--- config.mk ---
export PLATFORM = sky130hd
export DESIGN_NAME = bcd_to_excess3_serial
export DESIGN_NICKNAME = d
export VERILOG_FILES = /design/src/rtl/bcd_to_excess3_serial.sv
export SDC_FILE = /design/constraint.sdc
export NUM_CORES = 1
export LEC_CHECK = 0
export ABC_AREA = 1
export CAP_MARGIN = 15
export CELL_PAD_IN_SITES_DETAIL_PLACEMENT = 0
export CELL_PAD_IN_SITES_GLOBAL_PLACEMENT = 1
export CORE_MARGIN = 1
export CORE_UTILIZATION = 39
export DETAILED_ROUTE_END_ITERATION = 12
export PLACE_DENSITY = 0.85
export SYNTH_ARGS = -nofsm -noshare
export SYNTH_HDL_FRONTEND = slang
export SYNTH_SLANG_ARGS = --single-unit
--- constraint.sdc ---
create_clock -name Clk -period 2.6 [get_ports Clk]
set_clock_uncertainty 0.05 [all_clocks]
set_input_delay 0.26 -clock Clk [delete_from_list [all_inputs] [get_ports Clk]]
set_output_delay 0.26 -clock Clk [all_outputs]
set_load 0.02 [all_outputs]
--- src/rtl/bcd_to_excess3_serial.sv ---
// Bit-serial BCD to Excess-3 converter.
// Digits arrive LSB first, one bit per clock, back-to-back. Z is the matching
// Excess-3 bit in the same cycle (serial add of 0011). Digits above 9 raise Err
// on their last bit; ValidCnt counts completed in-range digits and saturates.
module bcd_to_excess3_serial #(
  parameter int unsigned CNT_W = 8
) (
  input  logic             Clk,
  input  logic             Rst,
  input  logic             X,
  output logic             Z,
  output logic [1:0]       BitPos,
  output logic             DigitDone,
  output logic             Err,
  output logic [CNT_W-1:0] ValidCnt
);

  // State encoding is {bit position[1:0], carry, aux}; aux holds b1 in the
  // B2 states and h = b1 | b2 in the B3 states, unused (0) elsewhere.
  typedef enum logic [3:0] {
    B0       = 4'b0000,
    B1_C0    = 4'b0100,
    B1_C1    = 4'b0110,
    B2_C0B0  = 4'b1000,
    B2_C0B1  = 4'b1001,
    B2_C1B0  = 4'b1010,
    B2_C1B1  = 4'b1011,
    B3_C0H0  = 4'b1100,
    B3_C0H1  = 4'b1101,
    B3_C1H0  = 4'b1110,
    B3_C1H1  = 4'b1111
  } state_t;

  localparam logic [CNT_W-1:0] CNT_MAX = '1;

  state_t     state;
  state_t     state_nxt;
  logic [1:0] pos;
  logic       carry;
  logic       aux;

  assign pos   = state[3:2];
  assign carry = state[1];
  assign aux   = state[0];

  // State register; reset abandons any partial digit.
  always_ff @(posedge Clk or negedge Rst) begin
    if (!Rst) begin
      state <= B0;
    end else begin
      state <= state_nxt;
    end
  end

  // Next state: advance bit position, update carry and range tracking.
  always_comb begin
    state_nxt = B0;
    unique case (pos)
      2'd0: state_nxt = state_t'({2'd1, X, 1'b0});
      2'd1: state_nxt = state_t'({2'd2, X | carry, X});
      2'd2: state_nxt = state_t'({2'd3, X & carry, aux | X});
      2'd3: state_nxt = B0;
      default: state_nxt = B0;
    endcase
  end

  // Mealy outputs: serial sum bit, digit boundary and range error, all held
  // low while reset is asserted.
  always_comb begin
    Z         = 1'b0;
    DigitDone = 1'b0;
    Err       = 1'b0;
    BitPos    = pos;
    unique case (pos)
      2'd0: Z = ~X;
      2'd1: Z = X ^ ~carry;
      2'd2: Z = X ^ carry;
      2'd3: begin
        Z         = X ^ carry;
        DigitDone = 1'b1;
        Err       = X & aux;
      end
      default: Z = 1'b0;
    endcase
    if (!Rst) begin
      Z         = 1'b0;
      DigitDone = 1'b0;
      Err       = 1'b0;
    end
  end

  // Saturating count of digits completed without a range error.
  always_ff @(posedge Clk or negedge Rst) begin
    if (!Rst) begin
      ValidCnt <= '0;
    end else if (DigitDone && !Err && (ValidCnt != CNT_MAX)) begin
      ValidCnt <= ValidCnt + CNT_W'(1);
    end
  end

endmodule

# ---- Word level (Yosys, flattened, before mapping)
# Index checks and enable logic that the tools add are counted.
dict set report totals {
  register_bits 12
  out_inout_bits 13
  input_bits 3
  elab_cells 27
}
dict set report op_classes {
  eq_ne 4
  n_bitwise 8
  n_mux 7
  reduce_logical 5
  add_sub_neg 1
}
# cell n
set op_table {}
lappend op_table {{$pmux 4 s4} 1}
lappend op_table {{$add 8x1->8 const B} 1}
lappend op_table {{$ne 8x8->1 const B} 1}
lappend op_table {{$mux 1} 5}
lappend op_table {{$eq 2x2->1 const B} 2}
lappend op_table {{$pmux 1 s3} 1}
lappend op_table {{$and 1x1->1} 2}
lappend op_table {{$eq 2x1->1 const B} 1}
lappend op_table {{$logic_and 1x1->1} 2}
lappend op_table {{$logic_not 2->1} 1}
lappend op_table {{$not 1->1} 2}
lappend op_table {{$or 1x1->1} 2}
lappend op_table {{$reduce_or 2->1} 1}
lappend op_table {{$xor 1x1->1} 2}
lappend op_table {{$logic_not 1->1} 1}

# ---- Depth between registers and ports, before layout
# Gate-level depths: netlist (run 1).
dict set report depth {
  word_depth 6
  mapped_depth 8
  ltp_nobuf 8
}

# ---- Worst setup path before layout (run 1)
# No wires, ideal clock.
dict set report synth_timing {
  path_kind {reg-to-output}
  from {reg state[2]}
  to {out Z}
  stages_incl_launch_ff 8
  setup_slack_ns 0.986
  arrival_time_ns 1.304
  required_ns 2.290
  n_path_buf 0
  cell_sequence {dfrtp_1 inv_1 ha_1 o21ai_0 nand3_1 nand2_1 inv_1 nor2_1}
}
dict set report synth_via {
  elab_chain_cells 4
  elab_cells_between_ends 7
  classes_between {eq/ne (3); mux (2); reduce/logical (2)}
}
# item line
set synth_rtl {}
lappend synth_rtl {{start: declaration} 36} ;# state_t state;
lappend synth_rtl {{start signal: assignment} 51} ;# state <= state_nxt;
lappend synth_rtl {{$eq 2x2->1} 74} ;# unique case (pos)
lappend synth_rtl {{$reduce_or 2->1 (no source line)} n/a}
lappend synth_rtl {{$pmux 1 s3 (*)} 74}
lappend synth_rtl {{$mux 1 (*)} 85} ;# if (!Rst) begin
lappend synth_rtl {{end: declaration} 11} ;# output logic Z,
# Mark *: on every way between the ends. The rest lies on a longest branch, timed or not.

# ---- Worst setup path after layout (run 1)
# Same ends and word-level chain as after synthesis.

==> results of run 1 <==
-- area by class of cell --
cell class	instances	area (µm²)	share of cell area (%)
Multi-Input combinational cell	73	429	42.3
Sequential cell	12	300	29.6
Tap cell	27	33.8	3.33
Inverter	14	55.1	5.43
Clock buffer	4	36.3	3.58
Timing Repair Buffer	16	160	15.8
-- metrics by stage --
stage                     total power, mW  hold slack [ns]  util, %  setup slack (ns)
after detailed placement            0.484            0.483     50.3             0.466
after global placement              0.480            0.473     50.3             0.476
after CTS                           0.643            0.324     52.1             0.173
after floorplan                     0.393          -0.0856        -             0.986
after global routing                0.671            0.329     52.3             0.381
final                               0.638            0.309     52.3             0.572
-- worst max-delay path: cells and delay by family (launching register included) --
family,cells,cell delay [ns]
compound gates,1,0.22
fa+ha+maj,1,0.23
buf+inv,3,0.34
flops,1,0.40
simple gates,3,0.23
-- flip-flops by register name (all words and copies together), names as in the netlist --
signal    count
ValidCnt      8
state         4
-- routing by layer --
| layer | routed length, µm | vias up | global-route usage (%) |
|---|---|---|---|
| met3 | 71 | 5 | 3.46 |
| met4 | 38 | 0 | 8.57 |
| li1 | - | 345 | - |
| met2 | 681 | 14 | 23.0 |
| met1 | 658 | 292 | 18.5 |
| met5 | 0 | - | 0 |
-- logic make-up after synthesis --
family / count (synthesis)
AO/OA/AOI/OAI: 6
XOR/XNOR: 4
adder cells (fa/ha/maj): 5
buffers and inverters: 16
flip-flops: 12
AND/OR/NAND/NOR: 58
-- worst max-delay path by stage --
stage	from	slack, ns	cells past startpoint	to
2_1_floorplan	state[2]	0.99	7	Z
3_3_place_gp	X	0.48	6	Z
3_5_place_dp	X	0.47	6	Z
4_1_cts	state[2]	0.17	8	Z
5_1_grt	state[2]	0.38	8	Z
6_report	state[2]	0.57	8	Z
-- cell usage in the layout (no fill, tap or decap), types with 3 or more instances in the layout --
master and n:
nand4_1 3, dfrtp_1 12, nor2_1 8, nand2_1 35, clkdlybuf4s50_1 14, ha_1 5
clkbuf_4 3, nand3_1 5, inv_1 13, o21ai_0 4
-- power by group --
group / switching (mW) / internal, mW / total [mW] / leakage (nW)
registers: 0.0454 / 0.217 / 0.263 / 0.156
clock network: 0.0725 / 0.0855 / 0.158 / 0.0210
logic: 0.116 / 0.101 / 0.218 / 0.341
total: 0.234 / 0.404 / 0.638 / 0.518
==> run summary, run 1 <==
Area Overhead vs Synth: 26.9%
post_cts resized: 0
crit path DAT: 1.72 ns
synth top area cells: dfrtp_1 38%, nand2_1 16%, ha_1 7.8%, inv_1 6.1%, nor2_1 3.8%
Setup TNS: 0 ns
Starting Density: 41.2%
largest net degree at the start of global routing: 13
Port Buffers: 15
HPWL Detailed: 1100 µm
Finished Layout Cells: 146
I/O pins: 16
Setup crit end kind: output pin
post-route ant nets: 0
RSZ-0062 raised after global routing: no
status: completed
slowest cell on the critical path: dfrtp_1
count leader, synth: nand2_1
CORE AREA: 1940 µm²
vias post-DR: 656
TritonCTS clock tree: yes
asr flop ratio synth: 100%
Area after DPL: 976 µm²
xor and xnor area share after synthesis: 5.32%
WP data required: 2.29 ns
cell count after synthesis: 101
Synth area leader: dfrtp_1
DR iter-0 viols: 11
Finish-stage setup viols: 0
final net count: 128
most frequent cell on the critical path: inv_1
Worst slew margin: 82.4%
min Tclk post-route: 2.03 ns
# hold bufs at CTS: 0
routed len/inst: 9.92 µm
Synth Area in Compound Gates: 5.63%
Cell variety after synth: 20
Placed Cells: 142
Post-synth top cells: 35 x nand2_1, 13 x inv_1, 12 x dfrtp_1
syn nets: 109
Die ar.: 2230 µm²
Routed Wire Length: 1450 µm
total CTS buffers: 3
total global routing overflow: 0
combinational family with the most area after synthesis: simple AND/OR/NAND/NOR gates
leakage power: 0.518 nW
Clock Sinks: 12
clk root buf: clkbuf_4
share of the synthesized area in the top cell type: 37.6%
Post-synth EDFFs: 0
CP Launch Type: flop
first-pass GRT wire length: 2210 µm
Crit path largest cell delay: 0.40 ns
postcts setup bufs: 0
Seq/Total Area, Yosys: 37.6%
vias per cell: 4.49
Final Max Tran Viols: 0
WS Path Type: reg -> out
worst reg-to-reg setup slack: 1.22 ns
width of the die: 47.3 µm
placement row count: 16
Worst Max-Slew Pin Slew: 0.264 ns
Critical Path Fanout Max: 4
FF-to-FF Start: state[2]
Primary FF master, synth: dfrtp_1
hold crit path type: in -> async
synthesized area per cell: 7.92 µm²
worst skew pair latency: 0.29 ns
total power per unit cell area: 629 nW/µm²
DRC errors left: 0
Placer Congestion: 0.767
initial antenna violation count: 0
CP cell instances: inv_1 -> ha_1 -> o21ai_0 -> nand3_1 -> nand2_1 -> inv_1 -> nor2_1 -> dlymetal6s2s_1
vias in the first global route: 524
maxcap violations: 0
die height: 47.3 µm
CTS clk-pin slew, worst paths: 0.08 ns
CTS Buffer Depth: 2
synthesized area: 800 µm²
FMAX: 493 MHz
ANT cells: 0
worst reg2reg path depth: 5
Global Route Usage Sum: 14.8%
final hold viol count: 0
Finished Cell Area: 1010 µm²
ratio of cells with drive above 1 in the final layout: 12.6%
Synth Area in Adders: 7.82%
Yosys warning count: 0
reg2reg end: ValidCnt[0]
period utilization: 78.0%
Filler cells: 199
Initial DRT Pass Iterations: 4
CTS H-Tree Depth: 1
Simple-Gate Fraction of Synth Area: 34.9%
flip-flop and latch count after synthesis: 12
mux cell area share after synthesis: 0%
Max rail drop VDD: 0.503 mV
Power figures use the tool's default switching activity.
==> run 2: changes to the inputs <==
Settings changed: CORE_ASPECT_RATIO set to 0.6, CORE_UTILIZATION 39 to 32, PLACE_DENSITY 0.85 to 0.75.
Clock period 2.6 ns to 1.7 ns, I/O delays scaled along.
==> run 2 against run 1 <==
Compared with the run above: register-to-register slack lost 1.1 ns; combinational power grew 57%; die area is 21% higher; total power increased by 65%; sequential share of layout area shrank 3.6 points; wire length grew 30%; clock-buffer cell count unchanged; non-clock buffer count is 11 higher; critical endpoint unchanged; highest routed layer unchanged.
==> run summary, run 2 (synthesis gave the netlist of run 1 again) <==
commonest non-fill, non-tap cells in the layout: 35 x nand2_1, 13 x buf_4, 11 x clkdlybuf4s50_1
FF-to-FF Start: state[2]
status: completed
Area after DPL: 1050 µm²
worst reg2reg path depth: 7
Max rail drop VDD: 0.630 mV
CP Launch Type: flop
total power per unit cell area: 902 nW/µm²
largest reg by FF count: ValidCnt
min Tclk post-route: 1.66 ns
total CTS buffers: 3
Placement Setup Slack: -0.320 ns
Critical Path Fanout Max: 4
WP data required: 1.48 ns
initial antenna violation count: 0
ANT cells: 0
TritonCTS clock tree: yes
Placer Congestion: 0.750
CP cell instances: inv_4 -> ha_4 -> nor2_2 -> nand2_1 -> nand4_1 -> nand2_1 -> nor2_1 -> buf_4
crit path DAT: 1.44 ns
CORE AREA: 2260 µm²
Setup crit end kind: output pin
Finish-stage setup viols: 0
final net count: 139
RSZ-0062 raised after global routing: yes
Finished Cell Area: 1160 µm²
WS Path Type: reg -> out
worst skew pair latency: 0.24 ns
Worst Max-Slew Pin Slew: 0.262 ns
Worst slew margin: 82.5%
Initial DRT Pass Iterations: 4
Global Route Usage Sum: 14.8%
cell family with most CP delay: flip-flops
most frequent cell on the critical path: nand2_1
Area Overhead vs Synth: 45.7%
slowest cell on the critical path: dfrtp_2
vias post-DR: 710
Die ar.: 2710 µm²
CTS clk-pin slew, worst paths: 0.05 ns
clk root buf: clkbuf_8
Hold Slack: 0.320 ns
width of the die: 66.5 µm
Routed Wire Length: 1880 µm
Starting Density: 35.4%
number of flip-flops in the largest register: 8
leakage power: 0.574 nW
I/O pins: 16
period utilization: 97.7%
placement row count: 13
final worst slack: 0.0397 ns
Final Max Tran Viols: 0
vias in the first global route: 630
most common cell after layout, fill and taps aside: nand2_1
reg2reg end: ValidCnt[0]
die height: 40.7 µm
CTS Buffer Depth: 2
routed len/inst: 11.7 µm
total global routing overflow: 0
post-route ant nets: 0
final hold viol count: 0
DRC errors left: 0
Setup TNS: 0 ns
Crit path largest cell delay: 0.43 ns
largest net degree at the start of global routing: 13
first-pass GRT wire length: 2790 µm
worst path bufs/invs: 2
HPWL Detailed: 1330 µm
vias per cell: 4.44
Port Buffers: 15
CTS H-Tree Depth: 1
Largest regs: ValidCnt (8), state (4)
# hold bufs at CTS: 0
FMAX: 602 MHz
maxcap violations: 0
ratio of cells with drive above 1 in the final layout: 29.2%
worst reg-to-reg setup slack: 0.13 ns
Clock Sinks: 12
DR iter-0 viols: 14
hold crit path type: in -> async
## run 2: cell count changes in the layout (fill, tap and decap cells not counted), moves of 2 or more
| cell | delta |
|---|---|
| dfrtp_2 | +2 |
| clkdlybuf4s50_1 | -3 |
| ha_1 | -3 |
| ha_4 | +3 |
| dfrtp_1 | -2 |
| inv_1 | -3 |
| clkbuf_4 | -3 |
| buf_4 | +12 |
| dlygate4sd2_1 | +2 |
| clkbuf_8 | +3 |
| inv_4 | +2 |
## run 2: cell type report
cell class | count | area, µm²
clock buffers | 4 | 55.1
fillers | 212 | 1100
inverters | 14 | 60.1
multi-input cells | 73 | 473
flip-flops and latches | 12 | 303
well taps | 30 | 37.5
repair buffers | 27 | 236
## run 2: power by group
| group | internal, mW | switching [mW] |
|---|---|---|
| Sequential | 0.333 | 0.0667 |
| Combinational | 0.160 | 0.183 |
| Clock | 0.205 | 0.104 |
## run 2: worst reg2reg max path: stages, from the launching register on
cell and delay (ns):
dfrtp_2 0.43, ha_4 0.17, buf_4 0.10, nand2_2 0.05, buf_4 0.14, a21oi_4 0.23
nand2_8 0.12, xor2_2 0.16
## run 2: repair_timing
item                                    4_1_cts  5_1_grt
cloned                                        0        0
endpoints found under the setup margin        3        3
gates resized for setup                       9       16
buffers inserted                              0        1
pin swaps                                     1        5
## run 2: how the worst max path moves through the flow
stage,depth (start not counted),slack [ns],end,start
global placement,8,-0.28,Z,state[2]
finish,8,0.04,Z,state[2]
floorplan,7,0.18,Z,state[2]
global route,9,-0.07,Z,state[2]
CTS,8,-0.02,Z,state[2]
detailed placement,8,-0.32,Z,state[2]
## run 2: per-layer routing
metal  track usage [%]  share of wire, %  up-vias
met3              4.17               5.2        4
met4              4.79               1.8        0
met2              23.7                44       25
met5                 0                 0        -
li1                  -                 -      365
met1              19.6                49      316
## run 2: stage by stage
| stage | std cells | utilization, % | total power, mW |
|---|---|---|---|
| floorplan | 101 | - | 0.601 |
| global placement | 155 | 46.7 | 0.743 |
| detailed placement | 155 | 46.7 | 0.745 |
| CTS | 159 | 49.0 | 1.06 |
| global route | 160 | 51.5 | 1.11 |
| finish | 160 | 51.5 | 1.05 |
==> run 3: changes to the inputs <==
Settings changed: ABC_AREA 1 to not set, CORE_ASPECT_RATIO 0.6 to not set, GPL_TIMING_DRIVEN set to 0, PLACE_DENSITY 0.75 to 0.74, SLEW_MARGIN set to 20.
==> run 3 against run 2 <==
Compared with the run above: global-route usage is 3.2 points lower; final area is 21% lower; clock power is 45% lower; die area is 15% lower; first-iteration DRC count is 71% lower; hold slack better by 0.14 ns; via count is 29% lower; critical path depth is 1 lower; worst setup slack worse by 0.18 ns; the flow now finishes with violations (setup timing); non-clock buffer count is 8 lower; critical endpoint unchanged.
==> run summary, run 3 <==
Critical Path Fanout Max: 6
CTS clk-pin slew, worst paths: 0.08 ns
Setup crit end kind: output pin
leakage power: 0.420 nW
CP Launch Type: flop
largest reg by FF count: ValidCnt
reg2reg end: ValidCnt[7]
crit path DAT: 1.62 ns
Die ar.: 2290 µm²
WS Path Type: reg -> out
Synth area leader: dfrtp_1
Worst slew margin: 79.5%
TritonCTS clock tree: yes
Cell variety after synth: 25
min Tclk post-route: 1.84 ns
maxcap violations: 0
I/O pins: 16
CORE AREA: 1960 µm²
Setup TNS: -0.137 ns
FF-to-FF Start: state[3]
worst reg-to-reg setup slack: 0.11 ns
clk root buf: clkbuf_4
hold path start: ValidCnt[5]
Post-synth EDFFs: 0
Port Buffers: 15
area of the multi-input gates: 372 µm²
asr flop ratio synth: 100%
routed len/inst: 10.5 µm
Worst Hold End: ValidCnt[5]
Placer Congestion: 0.697
hold crit path type: reg -> reg
Largest regs: ValidCnt (8), state (4)
critical path launch point: state[2]
syn nets: 73
commonest non-fill, non-tap cells in the layout: 12 x dfrtp_1, 11 x clkdlybuf4s50_1, 7 x nand2_1
final worst slack: -0.137 ns
Clock Sinks: 12
vias per cell: 4.53
HPWL Detailed: 850 µm
Crit path largest cell delay: 0.41 ns
worst skew pair latency: 0.28 ns
Filler cells: 208
Register Area: 300 µm²
failing checks: setup timing
Yosys warning count: 0
die height: 47.9 µm
final net count: 95
width of the die: 47.9 µm
worst hold stages: 1
Primary FF master, synth: dfrtp_1
first-pass GRT wire length: 1750 µm
initial antenna violation count: 0
share of the synthesized area in the top cell type: 44.5%
synthesized area: 674 µm²
Worst Max-Slew Pin Slew: 0.306 ns
placement row count: 16
total power per unit cell area: 895 nW/µm²
WP data required: 1.48 ns
DR iter-0 viols: 4
flip-flop and latch count after synthesis: 12
Starting Density: 34.4%
worst reg2reg path depth: 4
Final Max Tran Viols: 0
Placement Setup Slack: -0.503 ns
status: finished with violations
Area after DPL: 858 µm²
Hold Slack: 0.459 ns
vias in the first global route: 416
period utilization: 108%
ANT cells: 0
largest net degree at the start of global routing: 8
Seq/Total Area, Yosys: 44.5%
vias post-DR: 507
DRC errors left: 0
ratio of cells with drive above 1 in the final layout: 25.9%
count leader, synth: dfrtp_1
final hold viol count: 0
synth top area cells: dfrtp_1 45%, ha_1 9.3%, xor2_1 6.5%, nand2_1 3.9%, nor3_1 3.7%
total global routing overflow: 0
most common cell after layout, fill and taps aside: dfrtp_1
cell count after synthesis: 65
Post-synth top cells: 12 x dfrtp_1, 7 x nand2_1, 5 x ha_1, 5 x nor3_1, 5 x xor2_1
Power Total: 0.822 mW
slowest cell on the critical path: dfrtp_1
Finish-stage setup viols: 1
synthesized area per cell: 10.4 µm²
Initial DRT Pass Iterations: 3
number of flip-flops in the largest register: 8
RSZ-0062 raised after global routing: yes
CP cell instances: inv_2 -> ha_4 -> o21a_1 -> nor3_2 -> xnor2_1 -> and2_1 -> buf_6
Finished Cell Area: 918 µm²
CTS Buffer Depth: 2
CTS H-Tree Depth: 1
Max rail drop VDD: 0.531 mV
post-route ant nets: 0
total CTS buffers: 3
FMAX: 544 MHz
Area Overhead vs Synth: 36.2%
Routed Wire Length: 1180 µm
Global Route Usage Sum: 11.6%
==> run 3: cell count changes after synthesis, moves of 2 or more <==
cell	before	now
nor2_4	2	0
nand3_1	5	1
nand2_1	35	7
nor3_1	0	5
nor3b_1	0	2
nand3_2	0	2
mux2_2	0	2
xor2_1	2	5
nor2_1	8	2
a21oi_1	0	2
nand2_2	2	0
inv_1	13	4
nand4_1	3	0
==> run 3: how the worst max path moves through the flow <==
stage	endpoint	slack (ns)
CTS	Z	-0.21
global placement	ValidCnt[7]	-0.52
detailed placement	Err	-0.50
floorplan	ValidCnt[6]	0.06
global route	Z	-0.23
finish	Z	-0.14
==> run 3: per-stage QoR <==
stage / utilization (%) / std cells
global placement: 43.8 / 107
floorplan: - / 65
CTS: 46.0 / 112
finish: 46.8 / 112
global route: 46.8 / 112
detailed placement: 43.8 / 107
==> run 3: cell families (layout without fill, tap and decap cells) <==
family	after synthesis	after routing	synth area share (%)
flip-flops	12	12	44.5
buffers and inverters	6	26	4.45
XOR/XNOR	6	6	7.79
AND/OR/NAND/NOR	27	27	23.6
adder cells (fa/ha/maj)	5	5	9.28
multiplexers	3	3	5.56
AO/OA/AOI/OAI	6	6	4.82
==> run 3: timing repair <==
action                     4_1_cts  5_1_grt
hold buffers                     2        0
setup endpoints to repair        9        3
hold endpoints to repair         6        0
gates resized for setup         10       10
setup buffers                    0        0
==> run 3: power by group <==
part | switching (mW) | leakage (nW) | internal, mW | total, mW
clock | 0.0892 | 0.0138 | 0.0820 | 0.171
sequential | 0.0562 | 0.155 | 0.333 | 0.389
combinational | 0.118 | 0.251 | 0.143 | 0.261
==> run 3: critical path: cells and delay by family, from the launching register on <==
kind	cells	cell delay (ns)
adder cells (fa/ha/maj)	1	0.18
XOR/XNOR	1	0.12
AND/OR/NAND/NOR	2	0.27
buffers and inverters	2	0.19
AO/OA/AOI/OAI	1	0.19
flip-flops	1	0.41
==> run 3: area by class of cell <==
class	count	share of cell area, %
inverters	4	1.63
well taps	27	3.68
repair buffers	17	17.4
flip-flops and latches	12	32.7
plain buffers	2	1.63
clock buffers	3	2.45
multi-input cells	47	40.5
==> run 3: layer usage <==
| layer | up-vias | track usage (%) | wire, µm |
|---|---|---|---|
| li1 | 258 | - | - |
| met5 | - | 0 | 0 |
| met3 | 0 | 6.79 | 50 |
| met4 | 0 | 3.33 | 0 |
| met1 | 237 | 13.4 | 578 |
| met2 | 12 | 18.1 | 550 |
==> RTL edit 1, RTL diff (settings of run 2) <==
Add an input register stage for `X`, cleared by the reset; this delays it by one clock.
--- a/src/rtl/bcd_to_excess3_serial.sv
+++ b/src/rtl/bcd_to_excess3_serial.sv
@@ -35,2 +35,12 @@
 
+  logic X_q;
+
+  always_ff @(posedge Clk or negedge Rst) begin
+    if (!Rst) begin
+      X_q <= '0;
+    end else begin
+      X_q <= X;
+    end
+  end
+
   state_t     state;
@@ -58,5 +68,5 @@
     unique case (pos)
-      2'd0: state_nxt = state_t'({2'd1, X, 1'b0});
-      2'd1: state_nxt = state_t'({2'd2, X | carry, X});
-      2'd2: state_nxt = state_t'({2'd3, X & carry, aux | X});
+      2'd0: state_nxt = state_t'({2'd1, X_q, 1'b0});
+      2'd1: state_nxt = state_t'({2'd2, X_q | carry, X_q});
+      2'd2: state_nxt = state_t'({2'd3, X_q & carry, aux | X_q});
       2'd3: state_nxt = B0;
@@ -74,9 +84,9 @@
     unique case (pos)
-      2'd0: Z = ~X;
-      2'd1: Z = X ^ ~carry;
-      2'd2: Z = X ^ carry;
+      2'd0: Z = ~X_q;
+      2'd1: Z = X_q ^ ~carry;
+      2'd2: Z = X_q ^ carry;
       2'd3: begin
-        Z         = X ^ carry;
+        Z         = X_q ^ carry;
         DigitDone = 1'b1;
-        Err       = X & aux;
+        Err       = X_q & aux;
       end
Check against the original RTL: not equivalent (Yosys sat finds a counterexample within 4 cycles, from zero or initial values and one cycle with Rst low).
==> RTL edit 1 against run 2 <==
- the run now ends with negative setup slack left
- synthesized area rose by 0.63%
- sequential power rose by 7.7%
- die area rose by 0.60%
- cell area fell by 1.7%
- sequential cell count rose by 1
- routed wire length fell by 0.59%
- synthesized cell count rose by 0.99%
- via count rose by 1.1%
- sequential share of layout area rose by 2.6 points
- power fell by 0.47%
- setup slack got worse by 0.050 ns
- critical path type unchanged
==> RTL edit 1: results (changes against run 2) <==
GRT
  • Vias in the first global route: 591 (-6.2%)
  • Largest net degree at the start of global routing: 14 (+1)
  • M3 GR Usage: 5.000% (+0.83 points)
  • Total GRT Usage: 14.97% (+0.20 points)
  • Global-route wire length before repair: 2.773 mm (-0.50%)
  • Global-route track usage on met1: 20.40% (+0.83 points)
  • Initial antenna violation count: 0 (unchanged)
  • Routing usage on met2: 20.96% (-2.8 points)

Power
  • Combinational power: 0.329 mW (-4%)
  • Power share of the clock group: 27.4% (-2.0 points)
  • Maximum vdd drop: 0.6589 mV (+4.6%)
  • Int Power: 0.6779 mW (-2.8%)
  • Lkg Pwr: 0.5385 nW (-6.2%)
  • Comb pwr share: 31.5% (-1.1 points)

Setup path
  • Crit path max-delay cell type: dfrtp_2
  • Worst setup startpoint: state[3]$_DFF_PN0_
  • Worst R2R Start: state[3]$_DFF_PN0_
  • Crit-path max cell delay: 0.47 ns (+0.04 ns)
  • Worst Path Arrival: 1.49 ns (+0.05 ns)
  • Top Family by Delay on Critical Path: flip-flops

Timing
  • Slew headroom: 84.39% (+1.9 points)
  • Final setup violating endpoints: 1 (+1)
  • Final worst slack: -0.009957 ns (-0.04967 ns)
  • TNS Setup: -0.009957 ns (-0.009957 ns)

Final layout
  • Proportion of layout cells with a drive suffix above 1: 27.13% (-2.1 points)
  • Biggest regs: ValidCnt: 8 flops, state: 4 flops, X_q: 1 flops
  • Final net count: 138 (-0.72%)

Drt
  • Via density: 4.516 (+1.8%)
  • Routed wire length: 1.868 mm (-0.59%)
  • Top Layer Used: met4
  • WL/cell: 11.75 um (about the same)
  • Drt initial violations: 10 (-4)
  • Met2 wire len: 796 um (-4.3%)
  • Wire length on met3: 94 um (-3.1%)
  • M1 WL: 951 um (+4.0%)

Synthesis
  • Syn nets: 110 (+0.92%)
  • Synth top area cells: dfrtp_1 (40%), nand2_1 (16%), ha_1 (7.8%), inv_1 (6.1%), nor2_1 (3.7%)
  • Compound-Gate Fraction of Synth Area: 5.132% (-0.50 points)
  • Sequential area share after synthesis: 40.44% (+2.9 points)
  • Synth Area in XOR/XNOR: 5.288% (-0.033 points)
  • Post-Synth Adder-Cell Area: 7.776% (-0.049 points)
  • Cell count after synthesis: 102 (+0.99%)
  • Post-synth top cells: nand2_1 (34), dfrtp_1 (13), inv_1 (13)

Clocking
  • Num CTS Buffers: 3 (unchanged)
  • Worst skew pair latency: 0.25 ns
  • Htree depth: 1 (unchanged)
  • Clock-pin slew on the worst setup and hold paths: 0.06 ns

Place
  • Gpl congestion: 0.7673 (+2.4%)
  • DP Area: 0.001052 mm^2 (-0.24%)
  • HPWL Detailed: 1.350 mm (+1.8%)
  • Worst slack, placed: -0.3128 ns (+0.006813 ns)

Outcome
  • Failing checks: negative setup slack
  • Status: complete, but fails checks
==> RTL edit 1: layout make-up <==
cell class                 instances  area [um^2]
fill                             226         1116
multi-input combinational         73        457.9
sequential                        13        327.8
timing repair buffer              25        221.5
inverter                          14        55.05
clock buffer                       4        45.04
tap                               30        37.54
==> RTL edit 1: repair_timing <==
action | in CTS | in global routing
hold endpoints to repair | 0 | 0
pin swaps | 1 | 4
endpoints found under the setup margin | 3 | 8
hold buffers | 0 | 0
resized for setup | 11 | 14
==> RTL edit 1: worst paths after layout <==
check / endpoint / cells after the start / slack (ns)
hold / removal: state[3]$_DFF_PN0_ / 2 / 0.30
setup reg to reg: ValidCnt[0]$_DFFE_PN0P_ / 7 / 0.10
min in group Clk: X_q$_DFF_PN0_ / 1 / 0.31
max in group asynchronous: state[2]$_DFF_PN0_ / 2 / 1.13
hold reg to reg: ValidCnt[6]$_DFFE_PN0P_ / 2 / 0.50
setup / recovery: Z / 7 / -0.01
==> RTL edit 2, RTL diff (config.mk and constraints of run 2) <==
Without the edit above. Set the parameter `CNT_W` to 6 (it was 8).
--- a/src/rtl/bcd_to_excess3_serial.sv
+++ b/src/rtl/bcd_to_excess3_serial.sv
@@ -5,3 +5,3 @@
 module bcd_to_excess3_serial #(
-  parameter int unsigned CNT_W = 8
+  parameter int unsigned CNT_W = 6
 ) (
Interface: changed (resized ValidCnt); port bits go from 16 to 14. No check against the original RTL was run, so the function may have changed too.
==> RTL edit 2 against run 2 <==
- sequential cell count decreased by 2
- synthesized area down 20%
- utilization hardly changed
- power down 22%
- synthesized cell count is 14% lower
- cell area decreased by 18%
- routed wire length decreased by 25%
- non-clock buffer count shrank 2
- register-to-register slack improved by 0.08 ns
- setup slack got worse by 0.031 ns
- largest cell class unchanged
==> RTL edit 2: results (changes against run 2) <==
Outcome
  • Status: completed

Final layout
  • Final net count: 123 (-12%)
  • Post-Layout Cell Count: 142 (-11%)

Place
  • Port bufs: 13 (-2)
  • Worst slack, placed: -0.2619 ns (+0.05771 ns)
  • DP Area: 875.8 um^2 (-17%)
  • Gpl congestion: 0.7795 (+4.0%)

Power
  • Maximum vdd drop: 0.6491 mV (+3.1%)
  • Lkg Pwr: 0.4759 nW (-17%)

Synthesis
  • Post-synth top cells: nand2_1 (30), inv_1 (14), dfrtp_1 (10)
  • Syn nets: 95 (-13%)
  • Sequential area share after synthesis: 38.91% (+1.4 points)
  • Post-synthesis area per instance: 7.392 um^2 (-6.6%)
  • Unique cell type count in the Yosys netlist: 17 (-15%)

GRT
  • Global-route track usage on met1: 20.13% (+0.56 points)
  • Routing usage on met2: 20.00% (-3.7 points)
  • Total GRT Usage: 14.40% (-0.38 points)
  • Global-route wire length before repair: 2.228 mm (-20%)
  • Vias in the first global route: 519 (-18%)
  • M3 GR Usage: 6.383% (+2.2 points)

Setup path
  • Worst R2R Path Depth: 9 (+2)
  • Worst R2R End: ValidCnt[3]$_DFFE_PN0P_
  • Critical path peak fanout: 3 (-1)

Drt
  • Drt initial violations: 12 (-2)
  • First-pass iteration count of the detailed router: 2 (-2)
  • Vias: 610 (-14%)
  • Routed wire length: 1.407 mm (-25%)

Timing
  • Hold_ws: 0.2241 ns (-0.09563 ns)

Clocking
  • Clk Tree Root Cell: clkbuf_4
  • Clock-pin slew on the worst setup and hold paths: 0.07 ns (+0.02 ns)
==> RTL edit 2: changes by cell type after synthesis, moves of 2 or more <==
cell	before	now
dfrtp_1	12	10
nand4_1	3	1
nor2_1	8	5
nand3_1	5	3
o21ai_1	0	5
nand2_1	35	30
==> RTL edit 2: worst max-delay path by stage <==
stage	startpoint	end	slack (ns)	cells after the start
4_1_cts	state[3]$_DFF_PN0_	Err	0.01	5
6_report	state[2]$_DFF_PN0_	Z	0.008	9
5_1_grt	state[2]$_DFF_PN0_	Z	-0.09	9
2_1_floorplan	state[2]$_DFF_PN0_	Z	0.18	7
3_5_place_dp	state[2]$_DFF_PN0_	Z	-0.26	8
3_3_place_gp	state[2]$_DFF_PN0_	Z	-0.22	8
==> RTL edit 2: layout make-up <==
type                       instances  area (um^2)
fill                             186        902.1
tap                               28        35.03
inverter                          15        60.06
clock buffer                       4        36.28
multi-input combinational         60        366.6
sequential                        10        251.5
timing repair buffer              25        210.2
==> RTL edit 2: metal layers <==
layer  up-vias  share of wire [%]
met2         7                 41
met3         0                3.1
li1        324                  -
met4         0                  0
met1       279                 56
met5         -                  0
==> RTL edit 2: worst max-delay path, cell delays in order (launching register included) <==
cell     delay (ns)
dfrtp_1        0.39
inv_2          0.07
buf_4          0.14
ha_4           0.16
inv_4          0.06
nand3_2        0.07
nand2_2        0.06
inv_2          0.03
nor2_1         0.09
buf_4          0.14
==> RTL edit 2: repair_timing <==
item	CTS	global route
setup buffers	0	1
hold buffers	0	0
gates resized for setup	17	11
pin swaps	2	2
setup endpoints to repair	3	4
==> RTL edit 2: kinds of logic after synthesis <==
group	share of synthesized area, %
and+or+nand+nor	28.99
buffers and inverters	11.28
AOI/OAI and AO/OA	8.366
DFF	38.91
adders and majority gates	9.728
xor gates and xnor gates	2.724
==> RTL edit 2: power by group through the flow <==
stage	Clock (mW)	Sequential, mW	Combinational, mW
final	0.209	0.339	0.273
after detailed placement	0	0.342	0.270
after floorplan	0	0.384	0.106
after CTS	0.216	0.338	0.274
after global placement	0	0.344	0.267
after global routing	0.231	0.348	0.300
